==> src/rtl/pong_pkg.sv <==
// Shared definitions for the pong controller, text overlay and graphics blocks.
// State encoding is fixed so other blocks can decode game_state directly.
package pong_pkg;

  localparam int BCD_W = 4;

  typedef enum logic [1:0] {
    NEWGAME = 2'd0,
    PLAY    = 2'd1,
    NEWBALL = 2'd2,
    OVER    = 2'd3
  } state_t;

endpackage

==> src/rtl/pong_bcd_counter.sv <==
// Two-digit BCD score counter: clears on clr, increments on inc, and holds at 99.
module pong_bcd_counter
  import pong_pkg::*;
(
  input  logic             clk,
  input  logic             reset,
  input  logic             clr,
  input  logic             inc,
  output logic [BCD_W-1:0] dig0,
  output logic [BCD_W-1:0] dig1
);

  logic at_max;

  assign at_max = (dig1 == 4'd9) && (dig0 == 4'd9);

  always_ff @(posedge clk) begin
    if (reset || clr) begin
      dig0 <= '0;
      dig1 <= '0;
    end else if (inc && !at_max) begin
      if (dig0 == 4'd9) begin
        dig0 <= '0;
        dig1 <= dig1 + 4'd1;
      end else begin
        dig0 <= dig0 + 4'd1;
      end
    end
  end

endmodule

==> src/rtl/pong_game_ctrl.sv <==
// Pong game controller: game FSM, ball count, and the post-miss frame timer.
// PONG_CTRL_HISCORE_EN adds a high-score register, loaded when a game ends.
module pong_game_ctrl
  import pong_pkg::*;
#(
  parameter int NUM_BALLS    = 3,
  parameter int TIMER_FRAMES = 120
) (
  input  logic             clk,
  input  logic             reset,
  input  logic [1:0]       btn,
  input  logic             tick,
  input  logic             hit,
  input  logic             miss,
  output logic [BCD_W-1:0] dig0,
  output logic [BCD_W-1:0] dig1,
  output logic [1:0]       ball,
  output logic [1:0]       game_state,
  output logic             graph_still
`ifdef PONG_CTRL_HISCORE_EN
  ,
  output logic [BCD_W-1:0] hi_dig0,
  output logic [BCD_W-1:0] hi_dig1
`endif
);

  localparam logic [1:0] BALLS_INIT = 2'(NUM_BALLS);
  localparam logic [7:0] TIMER_INIT = 8'(TIMER_FRAMES);

  state_t     state, state_nxt;
  logic       btn_q;
  logic [7:0] timer;
  logic [1:0] ball_nxt;
  logic       press, timer_up;
  logic       load_timer, score_clr, score_inc;

  assign press      = (|btn) & ~btn_q;
  assign timer_up   = (timer == 8'd0);
  assign game_state = state;

  always_ff @(posedge clk) begin
    if (reset) begin
      state       <= NEWGAME;
      btn_q       <= 1'b0;
      timer       <= 8'd0;
      ball        <= BALLS_INIT;
      graph_still <= 1'b1;
    end else begin
      state       <= state_nxt;
      btn_q       <= |btn;
      ball        <= ball_nxt;
      graph_still <= (state_nxt != PLAY);
      if (load_timer)
        timer <= TIMER_INIT;
      else if (tick && !timer_up)
        timer <= timer - 8'd1;
    end
  end

  always_comb begin
    state_nxt  = state;
    ball_nxt   = ball;
    load_timer = 1'b0;
    score_clr  = 1'b0;
    score_inc  = 1'b0;
    case (state)
      NEWGAME: begin
        score_clr = 1'b1;
        ball_nxt  = BALLS_INIT;
        if (press) begin
          state_nxt = PLAY;
          ball_nxt  = BALLS_INIT - 2'd1;
        end
      end
      PLAY: begin
        // a miss wins over a simultaneous hit, so the score stays put
        if (miss) begin
          load_timer = 1'b1;
          if (ball == 2'd0) begin
            state_nxt = OVER;
          end else begin
            state_nxt = NEWBALL;
            ball_nxt  = ball - 2'd1;
          end
        end else if (hit) begin
          score_inc = 1'b1;
        end
      end
      NEWBALL: begin
        if (timer_up && press)
          state_nxt = PLAY;
      end
      OVER: begin
        // clear on the exit edge so NEWGAME already shows 00
        if (timer_up) begin
          state_nxt = NEWGAME;
          score_clr = 1'b1;
          ball_nxt  = BALLS_INIT;
        end
      end
      default: state_nxt = NEWGAME;
    endcase
  end

  pong_bcd_counter u_score (
    .clk   (clk),
    .reset (reset),
    .clr   (score_clr),
    .inc   (score_inc),
    .dig0  (dig0),
    .dig1  (dig1)
  );

`ifdef PONG_CTRL_HISCORE_EN
  always_ff @(posedge clk) begin
    if (reset) begin
      hi_dig0 <= '0;
      hi_dig1 <= '0;
    end else if (state == PLAY && state_nxt == OVER &&
                 {dig1, dig0} > {hi_dig1, hi_dig0}) begin
      hi_dig0 <= dig0;
      hi_dig1 <= dig1;
    end
  end
`endif

endmodule

==> config.mk <==
export PLATFORM = sky130hd
export DESIGN_NAME = pong_game_ctrl
export DESIGN_NICKNAME = d
export VERILOG_FILES = /design/src/rtl/pong_pkg.sv /design/src/rtl/pong_bcd_counter.sv /design/src/rtl/pong_game_ctrl.sv
export SDC_FILE = /design/constraint.sdc
export NUM_CORES = 1
export LEC_CHECK = 0
export ABC_AREA = 1
export CAP_MARGIN = 20
export CORE_UTILIZATION = 45
export DETAILED_ROUTE_END_ITERATION = 8
export PLACE_DENSITY = 0.7
export SYNTH_ARGS = -nofsm -noshare
export SYNTH_HDL_FRONTEND = slang
export SYNTH_HIERARCHICAL = 1
export SYNTH_SLANG_ARGS = --single-unit
==> constraint.sdc <==
create_clock -name clk -period 1.9 [get_ports clk]
set_input_delay 0.19 -clock clk [delete_from_list [all_inputs] [get_ports clk]]
set_output_delay 0.19 -clock clk [all_outputs]
set_load 0.005 [all_outputs]
==> flow_summary.toml <==
[logic_synthesis]
synth_top_flop_cell = "dfxtp_1"
synth_common_cells = "nand2_1 (47), inv_1 (26), nor2_1 (25), dfxtp_1 (22), a21oi_1 (13)"
synth.avg_cell_area_um2 = 6.96
synth_area_leaders = "dfxtp_1 (33%), nand2_1 (13%), ha_1 (9.5%)"
ys_ff_latch = 22
syn-cell-area_um2 = 1320
yosysMostFrequentCell = "nand2_1"
ys_warn_count = 6
synth_top_area_share_pct = 33.5
synthCells = 189
synth_cell_type_count = 27
seq_area_frac_synth_pct = 33.5
synth-edff-count = 0
yosys.area.top_type = "dfxtp_1"
synth_async_sr_flop_share_pct = 0
syn-num-nets = 206

[setup_path]
start_kind = "flip-flop"
crit_start = "game_state[1]"
ff2ff_setup_slack_ps = 240
crit_path_end_kind = "flip-flop"
critPathArrivalTime_ps = 1880
r2r-start = "game_state[1]"
crit_type = "reg -> reg"
crit_fanout = 6
cp.required_ps = 2110

[sta]
fmax_mhz = 602
hold_violations = 0
relSlewSlack_pct = 78.3
tns_ps = 0
rsz0062_at_grt = "false"
fin_skew_ps = 4.59
min_period_ps = 1660
min_period_over_period_pct = 87.5
setup_violations = 0
hold_ws_ps = 473
drv_slew = 0
tightest_slew_ps = 322

[pwr]
total_power_mw = 1.74
ir_drop_v = 0.000808
powerDensity_nw_per_um2 = 1100
leakagePower_nw = 0.726

[finish]
diodes = 0
drive_above_1_share_pct = 10.3
fin_cells = 244
fin_util_pct = 57.7
syn_to_final_growth_pct = 20.9
layout.nets = 231

[detailed_routing]
antenna_left = 0
viasPerCell = 4.89
route.detailed.drc = 0
wire_per_inst_um = 10.7
firstDrtPassIters = 5
vias = 1193
wl_um = 2610
drt_iter0_drc = 48

[placed_design]
port_buffers = 19
place.gp.congestion = 0.874
post-dp-hpwl_um = 2070
dp.cells = 240

[clock_tree]
clk_latency_ps = 300
clkTransAtPathRegs_ps = 120
cts_num_sinks = 22
cts_setup_buffers = 0
cts_max_level = 1
post_cts_resized = 0
cts.path.max_buffers = 2
cts_buffers = 3
cts_tree = "done"
clock-root-buffer = "clkbuf_4"
hold_buffers = 0

[die]
initial_core_util_pct = 47.7
die_area_um2 = 3140
die_x_um = 56.1
die_y_um = 56.1
core_area_um2 = 2760
core.rowCount = 19
pin_count = 20

[worst_hold_path]
hold_path_startpoint = "timer[0]"
worstHoldPathType = "reg -> reg"

[run_status]
outcome = "finished clean"

[grt]
grt_max_degree = 13
antenna_found_initial = 0
grt_first_pass_wirelength_um = 4390
grt_overflow = 0
grt_use_total_pct = 17.4
grt_pass1_vias = 1053

[job]
drv_cap = 0
## area by class of cell
cell class	count	area, um2
Inverter	29	110
Timing Repair Buffer	20	198
Fill cell	273	1170
Sequential cell	22	440
Tap cell	31	38.8
Multi-Input combinational cell	138	767
Clock buffer	4	36.3
## metrics by stage
stage / area [um2] / setup slack [ps]
finish: 1590 / 238
global route: 1590 / 37.8
CTS: 1590 / 129
detailed placement: 1550 / 177
global placement: 1550 / 250
floorplan: 1320 / 385
## worst max-delay path: stages (launching register included)
cell     delay [ps]
dfxtp_1         380
inv_1           120
ha_1            250
inv_1            90
nor2_2          220
nand3_1         160
nor2_1          150
nand2_1          80
nand3_1          90
nor2_1           40
## report_power, final
group	internal [mW]	leakage, nW	switching (mW)	total [mW]
Clock	0.117	0.0210	0.140	0.257
Combinational	0.328	0.525	0.518	0.846
Sequential	0.550	0.180	0.0889	0.638
Total	0.995	0.726	0.747	1.74
## state kept, by name (all words and copies together), names as in the netlist
| signal | count |
|---|---|
| timer | 8 |
| u_score/dig0 | 4 |
| u_score/dig1 | 4 |
| ball | 2 |
| game_state | 2 |
| btn_q | 1 |
| graph_still | 1 |
## per-layer routing
metal | global-route usage (%) | wire, um
met5 | 0 | 0
met1 | 22.2 | 1280
met2 | 29.9 | 1240
met4 | 6.27 | 17
met3 | 2.09 | 69
## cells by family (layout without fill, tap and decap cells)
logic type                 count (synthesis)  in the layout  share of synthesized area (%)
buffers and inverters                     29             53                           8.37
and+or+nand+nor                           97             97                           33.5
adders and majority gates                 10             10                           9.51
DFF                                       22             22                           33.5
AOI/OAI and AO/OA                         26             26                           11.8
xor gates and xnor gates                   5              5                           3.33
## final timing paths
check,cells after the start,to
max,9,u_score/dig0[3]
min,2,timer[0]
max reg2reg,9,u_score/dig0[3]
min reg2reg,2,timer[0]
## cells in the final DEF (no fill, tap or decap), types with 2 or more instances in the layout
cell	Yosys	final
dfxtp_1	22	22
clkdlybuf4s50_1	0	19
nor2_1	25	24
nand2_1	47	47
nand3_1	9	9
o21ai_0	6	6
a31oi_1	2	2
clkbuf_4	0	3
inv_1	26	26
nand2_2	3	3
nor2_4	2	2
xor2_1	4	4
nor2_2	4	5
a21oi_1	13	13
nand3_2	2	2
ha_1	10	10
nand4_1	2	2
Power figures use the tool's default switching activity.
